File: src/rtl/mult_seq_ctrl.sv
//------------------------------------------------------------------------------
// Module      : mult_seq_ctrl
// Description : Multi-cycle shift-add multiplier sequencer for MULT/MULTU.
//               Borrows the shared datapath adder through add_a/add_b/add_cin
//               and consumes add_s/add_cout in the same cycle.
//               The result is presented on hi_o/lo_o.
// Options     : MULT_ABORT_EN - adds the abort_i port. Asserting abort_i in
//               any active state cancels the operation.
// Revision    : 1.0 - initial release
//------------------------------------------------------------------------------
`default_nettype none

module mult_seq_ctrl #(
   parameter int WIDTH = 32,
   parameter int CNT_W = 6
) (
   input  logic             clock_i,
   input  logic             reset_i,
   input  logic             start_i,
   input  logic             is_signed_i,
   input  logic [WIDTH-1:0] op_a_i,
   input  logic [WIDTH-1:0] op_b_i,
   input  logic [WIDTH-1:0] add_s_i,
   input  logic             add_cout_i,
`ifdef MULT_ABORT_EN
   input  logic             abort_i,
`endif
   output logic [WIDTH-1:0] add_a_o,
   output logic [WIDTH-1:0] add_b_o,
   output logic             add_cin_o,
   output logic             busy_o,
   output logic             done_o,
   output logic [WIDTH-1:0] hi_o,
   output logic [WIDTH-1:0] lo_o
);

   localparam logic [2:0] S_IDLE   = 3'd0;
   localparam logic [2:0] S_ABS_A  = 3'd1;
   localparam logic [2:0] S_ABS_B  = 3'd2;
   localparam logic [2:0] S_MUL    = 3'd3;
   localparam logic [2:0] S_NEG_LO = 3'd4;
   localparam logic [2:0] S_NEG_HI = 3'd5;
   localparam logic [2:0] S_DONE   = 3'd6;

   localparam logic [CNT_W-1:0] C_LAST = CNT_W'(WIDTH - 1);

   logic [2:0]       state_q, state_d;
   logic [WIDTH-1:0] mcand_q, mcand_d;
   logic [WIDTH-1:0] hi_q, hi_d;
   logic [WIDTH-1:0] lo_q, lo_d;
   logic [CNT_W-1:0] cnt_q, cnt_d;
   logic             sgn_q, sgn_d;     // operation is MULT
   logic             sa_q, sa_d;       // original sign of the multiplicand
   logic             neg_q, neg_d;     // final product must be negated
   logic             c_q, c_d;         // carry from low-word negation into high word
   logic             abort_w;

`ifdef MULT_ABORT_EN
   assign abort_w = abort_i;
`else
   assign abort_w = 1'b0;
`endif

   // Moore status outputs decoded from the state register
   assign busy_o = (state_q != S_IDLE);
   assign done_o = (state_q == S_DONE);
   assign hi_o   = hi_q;
   assign lo_o   = lo_q;

   // Next-state, datapath updates and adder operand steering
   always_comb begin
      state_d   = state_q;
      mcand_d   = mcand_q;
      hi_d      = hi_q;
      lo_d      = lo_q;
      cnt_d     = cnt_q;
      sgn_d     = sgn_q;
      sa_d      = sa_q;
      neg_d     = neg_q;
      c_d       = c_q;
      add_a_o   = '0;
      add_b_o   = '0;
      add_cin_o = 1'b0;

      case (state_q)
         S_IDLE: begin
            if (start_i && !abort_w) begin
               mcand_d = op_a_i;
               lo_d    = op_b_i;
               hi_d    = '0;
               cnt_d   = '0;
               sgn_d   = is_signed_i;
               sa_d    = op_a_i[WIDTH-1];
               neg_d   = 1'b0;
               c_d     = 1'b0;
               state_d = is_signed_i ? S_ABS_A : S_MUL;
            end
         end

         // Two's-complement absolute value of the multiplicand: ~x + 1
         S_ABS_A: begin
            if (mcand_q[WIDTH-1]) begin
               add_a_o   = ~mcand_q;
               add_cin_o = 1'b1;
               mcand_d   = add_s_i;
            end
            state_d = S_ABS_B;
         end

         // Absolute value of the multiplier (held in the low word)
         S_ABS_B: begin
            if (lo_q[WIDTH-1]) begin
               add_a_o   = ~lo_q;
               add_cin_o = 1'b1;
               lo_d      = add_s_i;
            end
            neg_d   = sa_q ^ lo_q[WIDTH-1];
            state_d = S_MUL;
         end

         // One shift-add step: conditionally add the multiplicand into the
         // high word, then shift {carry, sum, lo} right by one bit
         S_MUL: begin
            add_a_o = hi_q;
            add_b_o = lo_q[0] ? mcand_q : '0;
            hi_d    = {add_cout_i, add_s_i[WIDTH-1:1]};
            lo_d    = {add_s_i[0], lo_q[WIDTH-1:1]};
            cnt_d   = cnt_q + CNT_W'(1);
            if (cnt_q == C_LAST) begin
               state_d = sgn_q ? S_NEG_LO : S_DONE;
            end
         end

         // 64-bit negation, low word first; its carry feeds the high word
         S_NEG_LO: begin
            if (neg_q) begin
               add_a_o   = ~lo_q;
               add_cin_o = 1'b1;
               lo_d      = add_s_i;
               c_d       = add_cout_i;
            end
            state_d = S_NEG_HI;
         end

         S_NEG_HI: begin
            if (neg_q) begin
               add_a_o   = ~hi_q;
               add_cin_o = c_q;
               hi_d      = add_s_i;
            end
            state_d = S_DONE;
         end

         S_DONE: begin
            state_d = S_IDLE;
         end

         default: begin
            state_d = S_IDLE;
         end
      endcase

      // Abort overrides the normal transition; hi/lo retain partial values
      if (abort_w && (state_q != S_IDLE)) begin
         state_d = S_IDLE;
      end
   end

   // State and datapath registers, cleared asynchronously
   always_ff @(posedge clock_i or posedge reset_i) begin
      if (reset_i) begin
         state_q <= S_IDLE;
         mcand_q <= '0;
         hi_q    <= '0;
         lo_q    <= '0;
         cnt_q   <= '0;
         sgn_q   <= 1'b0;
         sa_q    <= 1'b0;
         neg_q   <= 1'b0;
         c_q     <= 1'b0;
      end else begin
         state_q <= state_d;
         mcand_q <= mcand_d;
         hi_q    <= hi_d;
         lo_q    <= lo_d;
         cnt_q   <= cnt_d;
         sgn_q   <= sgn_d;
         sa_q    <= sa_d;
         neg_q   <= neg_d;
         c_q     <= c_d;
      end
   end

endmodule

`default_nettype wire

File: config.mk
export PLATFORM = sky130hd
export DESIGN_NAME = mult_seq_ctrl
export DESIGN_NICKNAME = d
export VERILOG_FILES = /design/src/rtl/mult_seq_ctrl.sv
export SDC_FILE = /design/constraint.sdc
export NUM_CORES = 1
export LEC_CHECK = 0
export BUFFER_PORTS_ARGS = -buffer_cell sky130_fd_sc_hd__buf_2
export CORE_MARGIN = 5
export CORE_UTILIZATION = 47
export CTS_CLUSTER_DIAMETER = 100
export DETAILED_ROUTE_END_ITERATION = 10
export PLACE_DENSITY = 0.84
export RECOVER_POWER = 100
export REMOVE_ABC_BUFFERS = 1
export SLEW_MARGIN = 30
export SYNTH_ARGS = -nofsm -noshare
export SYNTH_HDL_FRONTEND = slang
export SYNTH_SLANG_ARGS = --single-unit
export TNS_END_PERCENT = 1
File: constraint.sdc
create_clock -name clock_i -period 2.9 [get_ports clock_i]
set_input_delay 0.29 -clock clock_i [delete_from_list [all_inputs] [get_ports clock_i]]
set_output_delay 0.29 -clock clock_i [all_outputs]
set_load 0.05 [all_outputs]
Word level (Yosys, flattened, before mapping)
Index checks and enable logic that the tools add are counted.
{"block": "classes", "add_sub_neg": 1, "n_eq_ne": 13, "muxes": 32, "bitwise_logic": 4, "n_reduce_logical": 18}
{"operator": "$mux 32", "count": 12}
{"operator": "$pmux 32 s5", "count": 1}
{"operator": "$pmux 32 s4", "count": 1}
{"operator": "$not 32->32", "count": 3}
{"operator": "$pmux 32 s3", "count": 1}
{"operator": "$pmux 32 s2", "count": 1}
{"operator": "$pmux 3 s6", "count": 1}
{"operator": "$ne 2x2->1 const B", "count": 6}
{"operator": "$pmux 6 s2", "count": 1}
{"operator": "$reduce_and 3->1", "count": 4}
{"operator": "$reduce_and 2->1", "count": 5}
{"operator": "$eq 3x3->1 const B", "count": 3}
{"operator": "$reduce_bool 2->1", "count": 4}
{"operator": "$add 6x1->6 const B", "count": 1}
{"operator": "$eq 3x2->1 const B", "count": 2}
{"operator": "$eq 6x5->1 const B", "count": 1}
{"operator": "$mux 1", "count": 6}
{"operator": "$mux 3", "count": 2}
{"operator": "$mux 6", "count": 1}
{"operator": "$reduce_bool 3->1", "count": 2}
{"operator": "$mux 2", "count": 2}
{"operator": "$pmux 1 s2", "count": 2}
{"operator": "$pmux 1 s4", "count": 1}
{"operator": "$reduce_and 4->1", "count": 1}
{"operator": "4 further kinds", "count": 4}
{"block": "totals", "register_bits": 109, "in_bits": 101, "output_inout_bits": 131}

Longest topological paths before layout
{"block": "depth", "word_depth": 3, "ltp_mapped": 7, "depth_no_buf": 5}

Least setup slack after synthesis
Ideal clock, no wire load.
{"block": "synth_timing", "path_kind": "reg2out", "from": "reg lo_q[31] (netlist: lo_o[31])", "to": "out add_a_o[10]", "arrival_time_ps": 2347, "slack_ps": 263, "stages_incl_launch_ff": 7, "path_buffers": 2, "cell_sequence": "dfrtp_1 > clkbuf_1 > nand3b_1 > a21o_1 > clkbuf_1 > or2_0 > a21oi_1"}
{"block": "synth_via", "elab_chain_len": 2}
{"item": "start: declaration", "line": "50", "rtl": "logic [WIDTH-1:0] lo_q, lo_d;"}
{"item": "start signal: assignment", "line": "185", "rtl": "lo_q <= lo_d;"}
{"item": "$mux 32", "line": "112", "rtl": "if (lo_q[WIDTH-1]) begin"}
{"item": "$pmux 32 s5", "line": "85", "rtl": "case (state_q)"}
{"item": "end: declaration", "line": "28", "rtl": "output logic [WIDTH-1:0] add_a_o,"}
Every way passes these cells.

Final worst setup path
{"block": "layout_timing", "from": "reg state_q[2]", "to": "out add_b_o[26]"}
{"block": "layout_via", "elab_chain_len": 2}
{"item": "start: declaration", "line": "47", "rtl": "logic [2:0] state_q, state_d;"}
{"item": "start signal: assignment", "line": "182", "rtl": "state_q <= state_d;"}
{"item": "$eq 3x2->1", "line": "85"}
{"item": "$mux 32", "line": "85"}
{"item": "end: declaration", "line": "29", "rtl": "output logic [WIDTH-1:0] add_b_o,"}
Every way passes these cells.

==> run summary <==
Outcome - finished, violations left
Failing checks - max-capacitance violations, max-slew violations
Number of antenna violations at the first check in global routing - 1
Setup Crit Path Kind - register to primary output
Hold Path Class - input pin to register
Most frequent cells in the layout - nand2_1, buf_2, dfrtp_1
Largest net degree at the start of global routing - 70
Worst setup SP type - register
CP required - 2.61 ns
Max clock buf depth - 2
Share of cells above drive strength 1 - 22.7%
Worst path arrival time - 2.55 ns
Final setup viols - 0
Nets - 1135
Crit path time final - 2.84 ns
Commonest non-fill, non-tap cell in the layout - nand2_1
R2r worst-path depth - 6
Max Cap Viol - 1
Post-synth EDFFs - 0
Final hold vios - 0
Chip width - 132 um
Hold_buf cts - 0
Avg Cell Area, Syn - 8.44 um^2
DR DRC count - 0
Final wirelength - 26500 um
Final Instance Area - 8460 um^2
Total gr overflow - 0
Max Clock Freq - 352 MHz
Relative slew slack - -1.24%
Die extent in y - 132 um
Setup Skew - 0.0104 ns
Post-synthesis register bit count - 109
Clk_lat worst skew - 0.36 ns
Die Area - 17500 um^2
Clock tree from TritonCTS - done
Final ANT Viol Nets - 0
DR vias - 7664
I/O pins - 232
Multi-input logic area - 3810 um^2
Hold depth - 3
Yosys Warn Count - 0
Final Cycle Share - 98.0%
RSZ-0062 raised after global routing - false
Mapped Cells - 834
Max-slew violation count - 70
Gr usage total - 29.2%
Vias in the first global route - 7435
Placement Cell Area - 8410 um^2
Reg area - 2730 um^2
Slew @ Worst Pin - 1.52 ns
Asr flop ratio synth - 100%
Area growth syn-to-layout - 20.1%
Starting Density - 48.3%
Core Rows - 44
Type of element capturing the critical path - primary output
Top FF cell, synth - dfrtp_1
Distinct cells, synth - 54
CTS Sinks - 109
Seq/Total Area, Yosys - 38.7%
Worst Path Max Fanout - 15
Hpwl dp - 17900 um
Root Driver - clkbuf_16
Max H-tree Level - 3
Synthesized area - 7040 um^2
First-pass GRT wire length - 41600 um
Routability cong. - 0.904
Avg Vias per Cell - 6.28
Number of port buffers - 231
CTS buffer count - 9
Total core area - 14600 um^2
Fin util - 58.0%
Drt first-iter violations - 715
Drt wl/cell - 21.7 um
First-pass iteration count of the detailed router - 5
Reg clk slew, reported paths - 0.08 ns
Layout fillers - 1386
-- layout make-up --
| cell class | instances | area share [%] |
|---|---|---|
| Tap cell | 184 | 2.72 |
| Sequential cell | 109 | 32.3 |
| Antenna cell | 1 | 0.0296 |
| Clock inverter | 5 | 0.503 |
| Inverter | 4 | 0.222 |
| Timing Repair Buffer | 271 | 16.2 |
| Multi-Input combinational cell | 636 | 45.1 |
| Clock buffer | 11 | 2.99 |
-- registers in the layout, indices dropped and copies added (netlist names) --
signal / count
c_q: 1
cnt_q: 6
hi_o: 32
lo_o: 32
mcand_q: 32
neg_q: 1
sa_q: 1
sgn_q: 1
state_q: 3
-- worst max-delay path, cell delays in order, from the launching register on --
cell and delay [ns]:
dfrtp_1 0.57, buf_4 0.27, and3b_2 0.46, clkbuf_2 0.36, and3_1 0.24, clkbuf_2 0.29
-- routing by layer --
layer | share of wire [%] | vias up | GRT usage [%] | wire length (um)
met4 | 1.9 | 2 | 8.99 | 492
met3 | 10 | 53 | 6.56 | 2750
met5 | 0.026 | - | 0 | 7
met1 | 41 | 3647 | 39.2 | 10800
li1 | - | 3445 | - | -
met2 | 47 | 517 | 47.2 | 12500
-- Yosys cell counts, types with 3 or more instances --
library cell    n  area share [%]
nand2_1       189              10
dfrtp_1       109              39
buf_6           7             1.1
or2_0           7            0.62
nor3b_1         9            0.96
buf_2          32             2.3
mux2i_1        23             3.3
o21ai_2        28             3.5
inv_1           4            0.21
o21ai_0        10            0.71
nor2_1         45             2.4
o31ai_1        32             3.4
buf_4           4            0.43
ha_1            3            0.53
a22oi_1        64             6.8
o22ai_1        30             2.7
nor3_1          3            0.21
nand4_1         3            0.27
a2bb2oi_1      30             3.7
a21oi_1        49             3.5
nand2b_1        4            0.36
clkbuf_1       36             1.9
and3_1         36             3.2
a31oi_1         4            0.36
o22a_1         31             3.9
buf_1           6            0.32
-- metrics by stage --
step                      worst slack, ns  TNS, ns  hold WS [ns]  instances
final                              0.0577        0         0.154       1221
after global routing              0.00868        0         0.152       1220
after CTS                          0.0520        0         0.145       1220
after detailed placement            0.446        0         0.465       1204
after global placement              0.570        0         0.450       1204
after floorplan                     -2.60  -221.22         0.395        749
-- path summary, 6_finish.rpt --
| kind | from | to | slack (ns) |
|---|---|---|---|
| worst max-delay path | state_q[2] | add_b_o[26] | 0.06 |
| worst min-delay path | op_a_i[13] | mcand_q[13] | 0.15 |
| worst max register to register | state_q[2] | mcand_q[7] | 0.12 |
| worst min register to register | sgn_q | sgn_q | 0.49 |
| max in group asynchronous | reset_i | hi_o[16] | 0.83 |
| min in group asynchronous | reset_i | state_q[0] | 0.33 |
-- logic make-up (layout without fill, tap and decap cells) --
logic type / after synthesis / in the layout / synth area share [%]
AND/OR/NAND/NOR: 312 / 312 / 20.1
AO/OA/AOI/OAI: 295 / 295 / 30.6
flip-flops: 109 / 109 / 38.7
buffers and inverters: 89 / 291 / 6.27
multiplexers: 25 / 25 / 3.59
adder cells (fa/ha/maj): 3 / 3 / 0.533
XOR/XNOR: 1 / 1 / 0.124
other: 0 / 1 / 0
-- timing repair --
item | 4_1_cts | 5_1_grt
hold endpoints to repair | 0 | 0
setup endpoints to repair | 0 | 32
resized for setup | 0 | 1
setup buffers | 0 | 0
Power is left out: the tool's default activity adds up to more than one toggle a clock period on the data nets, which glitch-free logic cannot reach.
